==> src/rtl/cis_frame_sequencer.sv <==
// -----------------------------------------------------------------------------
// cis_frame_sequencer
//
// Sequences one CMOS image sensor frame: a single row-reset pulse, then per row
// an exposure window, an integration trigger to the CIS pattern controller, a
// handshake on the controller's running flag and a row-advance strobe. In
// global-shutter mode the exposure happens once per frame; in rolling mode it
// is repeated before every row.
//
// Optional feature: define CIS_SEQ_TIMEOUT_EN to bound the time spent waiting
// on the running flag (sticky err, frame abandoned). Without it the waits are
// unbounded and err is tied low.
//
// Ports
//   clk            in   single clock
//   reset          in   asynchronous active-high reset
//   start          in   begin a frame (sampled in IDLE only)
//   abort          in   abandon the frame in progress
//   global_shutter in   1 = expose once per frame, 0 = expose before every row
//   num_rows       in   rows per frame (latched on accepted start)
//   exposure_ticks in   exposure length in cycles (latched on accepted start)
//   running        in   busy flag from the CIS pattern controller
//   integration    out  trigger to the CIS pattern controller
//   row_rst        out  row-reset strobe
//   row_clk        out  row-advance strobe
//   row_addr       out  current row
//   busy           out  high whenever the sequencer is not idle
//   frame_done     out  one-cycle pulse at the end of a complete frame
//   frame_count    out  completed frames, wraps 65535 -> 0
//   err            out  sticky timeout flag
// -----------------------------------------------------------------------------
module cis_frame_sequencer #(
    parameter int ROW_W       = 10,
    parameter int EXP_W       = 16,
    parameter int TRIG_CYC    = 10,
    parameter int ROW_RST_CYC = 4,
    parameter int ROW_CLK_CYC = 2,
    parameter int TIMEOUT_CYC = 65535
) (
    input  logic             clk,
    input  logic             reset,
    input  logic             start,
    input  logic             abort,
    input  logic             global_shutter,
    input  logic [ROW_W-1:0] num_rows,
    input  logic [EXP_W-1:0] exposure_ticks,
    input  logic             running,
    output logic             integration,
    output logic             row_rst,
    output logic             row_clk,
    output logic [ROW_W-1:0] row_addr,
    output logic             busy,
    output logic             frame_done,
    output logic [15:0]      frame_count,
    output logic             err
);

    typedef enum logic [2:0] {
        IDLE, ROWRST, EXPOSE, TRIG, WAIT_RUN, WAIT_DONE, ROW_ADV, DONE
    } state_t;

    // One shared counter times every fixed-length state, so it must hold both
    // the longest strobe and the longest exposure.
    localparam int PULSE_MAX = (TRIG_CYC > ROW_RST_CYC)
                             ? ((TRIG_CYC > ROW_CLK_CYC) ? TRIG_CYC : ROW_CLK_CYC)
                             : ((ROW_RST_CYC > ROW_CLK_CYC) ? ROW_RST_CYC : ROW_CLK_CYC);
    localparam int PULSE_W   = $clog2(PULSE_MAX + 1);
    localparam int CNT_W     = (EXP_W > PULSE_W) ? EXP_W : PULSE_W;

    if (TRIG_CYC < 2 || ROW_RST_CYC < 1 || ROW_CLK_CYC < 1 || TIMEOUT_CYC < 1) begin : g_param_check
        $error("cis_frame_sequencer: pulse widths and timeout must be positive, TRIG_CYC >= 2");
    end

    state_t           state, state_next;
    logic [CNT_W-1:0] cnt;
    logic [ROW_W-1:0] rows_q;
    logic [EXP_W-1:0] exp_q;
    logic             gs_q;

    logic start_ok, last_row, exp_last, pulse_state, row_adv_fire, tmo_fire;
    logic integration_d, row_rst_d, row_clk_d, busy_d, frame_done_d;

    // abort beats start even in IDLE; an empty frame is never started.
    assign start_ok     = start && !abort && (num_rows != '0);
    assign last_row     = (row_addr == rows_q - ROW_W'(1));
    // A zero exposure still spends one cycle in EXPOSE.
    assign exp_last     = (exp_q == '0) || (cnt == CNT_W'(exp_q - EXP_W'(1)));
    assign pulse_state  = (state == ROWRST) || (state == EXPOSE) ||
                          (state == TRIG)   || (state == ROW_ADV);
    assign row_adv_fire = (state == ROW_ADV) && !last_row && !abort &&
                          (cnt == CNT_W'(ROW_CLK_CYC - 1));

`ifdef CIS_SEQ_TIMEOUT_EN
    localparam int TMO_W = $clog2(TIMEOUT_CYC + 1);
    logic [TMO_W-1:0] tmo_cnt;

    // Fires on the last allowed cycle of a wait only if the wait is not being
    // satisfied (or aborted) in that same cycle.
    assign tmo_fire = !abort && (tmo_cnt == TMO_W'(TIMEOUT_CYC - 1)) &&
                      (((state == WAIT_RUN) && !running) ||
                       ((state == WAIT_DONE) && running));

    always_ff @(posedge clk or posedge reset) begin
        if (reset) begin
            tmo_cnt <= '0;
            err     <= 1'b0;
        end else begin
            if (state_next != state)
                tmo_cnt <= '0;
            else if ((state == WAIT_RUN) || (state == WAIT_DONE))
                tmo_cnt <= tmo_cnt + TMO_W'(1);

            if ((state == IDLE) && start_ok)
                err <= 1'b0;
            else if (tmo_fire)
                err <= 1'b1;
        end
    end
`else
    assign tmo_fire = 1'b0;
    assign err      = 1'b0;
`endif

    // State register.
    always_ff @(posedge clk or posedge reset) begin
        // NOTE: sequential state uses non-blocking assignments so every flop
        // samples pre-edge values regardless of statement order.
        if (reset) state <= IDLE;
        else       state <= state_next;
    end

    // Next-state logic.
    always_comb begin
        // NOTE: defaulting every always_comb output first keeps unlisted
        // paths from inferring latches.
        state_next = state;
        unique case (state)
            IDLE:      if (start_ok) state_next = ROWRST;
            ROWRST:    if (cnt == CNT_W'(ROW_RST_CYC - 1)) state_next = EXPOSE;
            EXPOSE:    if (exp_last) state_next = TRIG;
            TRIG:      if (cnt == CNT_W'(TRIG_CYC - 1)) state_next = WAIT_RUN;
            WAIT_RUN:  if (running) state_next = WAIT_DONE;
                       else if (tmo_fire) state_next = IDLE;
            WAIT_DONE: if (!running) state_next = ROW_ADV;
                       else if (tmo_fire) state_next = IDLE;
            ROW_ADV:   if (last_row) state_next = DONE;
                       else if (cnt == CNT_W'(ROW_CLK_CYC - 1))
                           state_next = gs_q ? TRIG : EXPOSE;
            DONE:      state_next = IDLE;
        endcase
        if (abort && (state != IDLE))
            state_next = IDLE;
    end

    // Output decode from the next state; the result is registered below so
    // every output comes straight from a flop.
    always_comb begin
        integration_d = (state_next == TRIG);
        row_rst_d     = (state_next == ROWRST);
        // row_addr only changes on the edge that leaves ROW_ADV, so the
        // current last_row is valid for every cycle spent there.
        row_clk_d     = (state_next == ROW_ADV) && !last_row;
        busy_d        = (state_next != IDLE);
        frame_done_d  = (state_next == DONE);
    end

    // Datapath and registered outputs.
    always_ff @(posedge clk or posedge reset) begin
        if (reset) begin
            cnt         <= '0;
            rows_q      <= '0;
            exp_q       <= '0;
            gs_q        <= 1'b0;
            row_addr    <= '0;
            frame_count <= '0;
            integration <= 1'b0;
            row_rst     <= 1'b0;
            row_clk     <= 1'b0;
            busy        <= 1'b0;
            frame_done  <= 1'b0;
        end else begin
            if (state_next != state)
                cnt <= '0;
            else if (pulse_state)
                cnt <= cnt + CNT_W'(1);

            // Frame configuration is frozen at start; later input changes
            // cannot disturb the frame in progress.
            if ((state == IDLE) && start_ok) begin
                rows_q   <= num_rows;
                exp_q    <= exposure_ticks;
                gs_q     <= global_shutter;
                row_addr <= '0;
            end else if (row_adv_fire) begin
                row_addr <= row_addr + ROW_W'(1);
            end

            if (state_next == DONE)
                frame_count <= frame_count + 16'd1;

            integration <= integration_d;
            row_rst     <= row_rst_d;
            row_clk     <= row_clk_d;
            busy        <= busy_d;
            frame_done  <= frame_done_d;
        end
    end

endmodule
==> config.mk <==
export PLATFORM = sky130hd
export DESIGN_NAME = cis_frame_sequencer
export DESIGN_NICKNAME = d
export VERILOG_FILES = /design/src/rtl/cis_frame_sequencer.sv
export SDC_FILE = /design/constraint.sdc
export NUM_CORES = 1
export LEC_CHECK = 0
export CAP_MARGIN = 25
export CORE_AREA = 2 2 85 169
export CTS_CLUSTER_DIAMETER = 30
export DETAILED_ROUTE_END_ITERATION = 8
export DIE_AREA = 0 0 87 171
export GPL_TIMING_DRIVEN = 0
export HOLD_SLACK_MARGIN = 0.15
export RECOVER_POWER = 50
export SLEW_MARGIN = 30
export SYNTH_ARGS = -nofsm -noshare
export SYNTH_HDL_FRONTEND = slang
export SYNTH_SLANG_ARGS = --single-unit
==> constraint.sdc <==
create_clock -name clk -period 2.8 [get_ports clk]
set_input_delay 0.56 -clock clk [delete_from_list [all_inputs] [get_ports clk]]
set_output_delay 0.56 -clock clk [all_outputs]
set_load 0.01 [all_outputs]
Yosys cells after proc, flatten, opt, wreduce, memory -nomap -nowiden --
Cells that the tools add are included.
Word-level totals: input bits 32, output and inout port bits 32, logic and storage cells 70, bits in registers 77
Operators by class: equal/unequal tests 17, reduce and logical (&&, ||, !) cells 21, add/sub/neg operators 5, multiplexer cells 15
Operators by type and width (number):
- $add A16 B1 Y16 const B | 2
- $mux W16 | 2
- $mux W3 | 9
- $pmux W3 S8 | 1
- $mux W10 | 2
- $eq A3 B3 Y1 const B | 6
- $eq A16 B1 Y1 const B | 1
- $eq A16 B16 Y1 | 1
- $eq A16 B2 Y1 const B | 1
- $eq A16 B4 Y1 const B | 1
- $logic_not A16 Y1 | 1
- $sub A16 B1 Y16 const B | 1
- $add A10 B1 Y10 const B | 1
- $eq A10 B10 Y1 | 1
- $reduce_bool A10 Y1 | 1
- $sub A10 B1 Y10 const B | 1
- $eq A3 B2 Y1 const B | 3
- $logic_and A1 B1 Y1 | 8
- $eq A3 B1 Y1 const B | 2
- $reduce_bool A3 Y1 | 2
- $logic_or A1 B1 Y1 | 4
- $reduce_bool A2 Y1 | 2
- $logic_not A3 Y1 | 1
- $ne A3 B3 Y1 | 1
- 2 further kinds | 3

Logic depth before layout (Yosys ltp) --
word-level depth 8, gate-level depth with buffers 12, mapped depth without buffers 11

Worst setup path after synthesis --
OpenSTA, ideal clock, no wires.
path kind register to register, start point register rows_q[0], end point register cnt[5], period minus slack after synthesis 2.986 ns, cell stages (with the launch flop) 13, library setup time 0.119 ns, data required time 2.681 ns, path buffers 1, arrival time 2.867 ns, slack -0.186 ns, path through dfrtp_1 -> inv_1 -> ha_1 -> nor3b_1 -> nand2_1 -> o311ai_0 -> o211ai_1 -> o31a_2 -> o211a_1 -> clkinv_2 -> mux2i_4 -> buf_6 -> nor2_2
On the way: longest elaborated chain between the ends 7
RTL lines:
- start: declaration | line 76 | logic [ROW_W-1:0] rows_q;
- start signal: assignment | line 190 | rows_q <= num_rows;
- $sub A10 B1 Y10 * | line 85 | assign last_row = (row_addr == rows_q - ROW_W'(1));
- $eq A10 B10 Y1 * | line 85
- $mux W3 * | line 146 | ROW_ADV: if (last_row) state_next = DONE;
- $pmux W3 S8 * | line 137 | unique case (state)
- $mux W3 * | line 151 | if (abort && (state != IDLE))
- via state_next[0] | line 74 | state_t state, state_next;
- $ne A3 B3 Y1 * | line 182 | if (state_next != state)
- $mux W16 / $reduce_bool A2 Y1 (equally long branches)
- end signal: assignment | line 185 | cnt <= cnt + CNT_W'(1);
- end: declaration | line 75 | logic [CNT_W-1:0] cnt;
The timed path passes the listed nets; every way through them passes the cells marked *. A chain may end at the register's enable or synchronous reset.

Worst setup path in the final report --
start point register cnt[2], end point register cnt[1]
On the way: longest elaborated chain between the ends 7
RTL lines (line):
- $eq A16 B1 Y1 / $eq A16 B16 Y1 (equally long branches) | 147, 87
- $mux W3 / $logic_or A1 B1 Y1 (equally long branches) | 147, 87
- $mux W3 (on tied branches) | 146, 140
- $pmux W3 S8 * | 137
- $mux W3 * | 151
- via state_next[0] | 74
- $ne A3 B3 Y1 * | 182
- $mux W16 / $reduce_bool A2 Y1 (equally long branches)
Marked as above.

==> impl_metrics.py <==
metrics = {
    "timing": {
        "finalMaxSlewViolations": 40,
        "hold_viol_final": 0,
        "fin_ws_ns": -0.257,
        "setup_violations": 40,
        "rsz0062_at_grt": "true",
        "finalCritPeriodShare": 1.09,
        "period_minus_slack_ns": 3.06,
        "tightest_slew_ns": 1.50,
        "skew_ns": 0.00445,
        "max_slew_margin": -0.00294,
        "max_freq_mhz": 327,
    },
    "detailed_routing": {
        "drt_iter0_drc": 214,
        "wl_met3_um": 490,
        "postRouteAntennaNets": 0,
        "route.vias.total": 4205,
        "drt_pass1_iterations": 5,
        "wl_um": 13100,
        "route.detailed.drc": 0,
        "dr.max_layer_used": "met4",
        "viasPerCell": 5.26,
        "met2_length_um": 6710,
        "drt-wirelength-per-cell_um": 16.4,
        "route.layer.met1.wl_um": 5750,
    },
    "worst_setup_path": {
        "worstPathArrival_ns": 3.26,
        "path_delay_family": "simple AND/OR/NAND/NOR gates",
        "path_max_fanout": 5,
        "cpPeakStageDelay_ns": 0.60,
        "crit_path_frequent_cell": "or4_4",
        "crit_chain": "or4_4 -> or4_4 -> o31ai_4 -> a221oi_2 -> o31a_2 -> o211a_1 -> inv_4 -> mux2i_4 -> buf_6 -> a211oi_2",
        "critPathLaunchType": "flop",
        "end_kind": "flop",
        "critPathKind": "reg2reg",
        "crit_required_ns": 3.00,
        "cpMaxStageDelayCell": "or4_4",
        "critical_path_buf_inv_count": 2,
    },
    "floorplan": {
        "row_count": 61,
        "die_y_um": 171,
        "die_area_sq_um": 14900,
        "die_w_um": 87,
        "ios": 64,
        "core-area_sq_um": 13700,
        "start_util": 0.343,
    },
    "power_and_ir_drop": {
        "ir_drop_uv": 306,
        "leakage_nw": 2.74,
        "power_density_nw_per_um2": 522,
    },
    "status": {
        "violations": "capacitance limit, slew limit, setup timing",
        "status": "finished, violations left",
    },
    "synthesis": {
        "synth_ff_type": "dfrtp_1",
        "ys_top_cells_by_area": "dfrtp_1, xnor2_1, nand2_1, xor2_1, nor2_1",
        "synth.net_count": 571,
        "synth_most_common_cell": "nand2_1",
        "synth_compound_gate_area_share": 0.0971,
        "ys_seq_elements": 77,
        "synth_top_family_by_area": "simple AND/OR/NAND/NOR gates",
        "synthDistinctLibCells": 71,
        "yosys.area_share.simple": 0.284,
        "synth_xor_area_frac": 0.138,
        "synth_mux_area_frac": 0.00933,
        "synthesis.area_sq_um": 4690,
        "async_reset_ff_frac": 1.00,
        "synthCells": 532,
        "synth_common_cells": "nand2_1, dfrtp_1, xnor2_1",
        "synth_top_area_frac": 0.411,
        "synth_edf_count": 0,
        "syn_avg_cell_area_sq_um": 8.82,
        "yosysSeqAreaShare": 0.411,
        "yosysTopAreaCell": "dfrtp_1",
        "synth_warnings": 0,
        "synthAdderAreaFrac": 0.0187,
    },
    "global_route": {
        "antenna_found_initial": 0,
        "grt_max_degree": 40,
        "grt_pass1_wl_um": 20600,
        "track_usage": 0.179,
        "grt.overflow.total": 0,
        "grt_pass1_vias": 4106,
    },
    "run": {
        "maxCapViolations": 1,
    },
    "cts": {
        "clock_sinks": 77,
        "insertion_delay_ns": 0.34,
        "numCtsBuffers": 9,
        "hold_buffers": 0,
        "htreeDepth": 3,
        "clock_path_buffers": 2,
        "root_buffer": "clkbuf_16",
        "path_clk_slew_ns": 0.06,
        "cts_tree": "built",
    },
    "finish": {
        "utilization": 0.472,
        "design_area_sq_um": 6450,
        "layout.nets": 677,
        "syn_to_final_growth_pct": 37.5,
        "drive_above_1_share": 0.204,
        "num_antenna_cells": 0,
    },
    "place": {
        "io_buffer_count": 62,
        "dpl_cell_area_sq_um": 5550,
        "dp.final_hpwl_um": 8950,
        "gp_congestion": 0.851,
    },
    "min_path": {
        "hold_path.class": "reg2reg",
    },
}
## final timing paths
| path | startpoint | endpoint | slack (ns) | cells after the start |
|---|---|---|---|---|
| worst max-delay path | cnt[2]$_DFFE_PP0P_ | cnt[1]$_DFFE_PP0P_ | -0.26 | 10 |
| max in group asynchronous | reset | cnt[1]$_DFFE_PP0P_ | 0.25 | 3 |
| worst min-delay path | frame_count[15]$_DFFE_PP0P_ | frame_count[15]$_DFFE_PP0P_ | 0.49 | 1 |
| worst max register to register | cnt[2]$_DFFE_PP0P_ | cnt[1]$_DFFE_PP0P_ | -0.26 | 10 |
| min in group asynchronous | reset | integration$_DFF_PP0_ | 1.11 | 2 |
| worst min register to register | frame_count[15]$_DFFE_PP0P_ | frame_count[15]$_DFFE_PP0P_ | 0.49 | 1 |
## registers in the layout, indices dropped and copies added, names as in the netlist, 3 cells and up
| register | count |
|---|---|
| cnt | 16 |
| frame_count | 16 |
| exp_q | 16 |
| row_addr | 10 |
| rows_q | 10 |
| state | 3 |
## worst register-to-register path, delay by kind of cell, from the launching register on
| kind | cells | cell delay, ns |
|---|---|---|
| AND/OR/NAND/NOR | 2 | 1.17 |
| flip-flops | 1 | 0.41 |
| multiplexers | 1 | 0.32 |
| AO/OA/AOI/OAI | 5 | 0.77 |
| buffers and inverters | 2 | 0.26 |
## routing by layer
| layer | up-vias | global-route usage |
|---|---|---|
| met4 | 0 | 0.0577 |
| met5 | - | 0 |
| met2 | 96 | 0.301 |
| met3 | 16 | 0.0323 |
| met1 | 2039 | 0.229 |
| li1 | 2054 | - |
## power breakdown
part | leakage (nW) | internal [mW] | total [mW] | switching [mW]
logic | 1.57 | 0.372 | 0.773 | 0.402
clock network | 0.158 | 0.803 | 1.29 | 0.482
registers | 1.02 | 1.19 | 1.31 | 0.118
total | 2.74 | 2.37 | 3.37 | 1.00
## layout make-up
class / count / area (sq um)
fill: 1291 / 7210
multi-input combinational: 410 / 2880
buffer: 21 / 108
clock buffer: 10 / 239
sequential: 77 / 1940
tap: 157 / 196
inverter: 19 / 73.8
clock inverter: 6 / 86.3
timing repair buffer: 100 / 932
## cells by family after synthesis
| group | Yosys count |
|---|---|
| xor+xnor | 74 |
| flops | 77 |
| other cells | 1 |
| buf+inv | 45 |
| mux | 3 |
| compound gates | 58 |
| fa+ha+maj | 7 |
| simple gates | 267 |
## metrics by stage
step	cells	TNS, ns	hold slack [ns]	setup WS (ns)	power, mW
2_1_floorplan	532	-1.34	0.446	-0.135	1.74
3_3_place_gp	751	-124.05	0.479	-1.15	1.91
3_5_place_dp	752	-27.13	0.484	-0.900	1.93
4_1_cts	783	-5.85	0.494	-0.255	3.28
5_1_grt	800	-17.71	0.528	-0.364	3.53
6_report	800	-6.42	0.488	-0.257	3.37
## what timing repair did
item                                    in CTS  in global routing
gates cloned                                 1                  1
endpoints found under the setup margin      46                 48
resized for setup                           31                 48
pin swaps                                   13                 18
setup buffers                               17                 18
## placed cells by master, fill, tap and decap left out, types with 16 or more instances in the layout
master / synthesis / routed
dfrtp_1: 77 / 69
xnor2_1: 46 / 43
xor2_1: 28 / 28
nor3_1: 19 / 17
nand4_1: 21 / 21
buf_4: 1 / 31
nand3_1: 18 / 16
nand2_1: 96 / 95
nor2_1: 45 / 42
clkdlybuf4s50_1: 0 / 61
No activity file was read; power rests on OpenSTA's default activity.
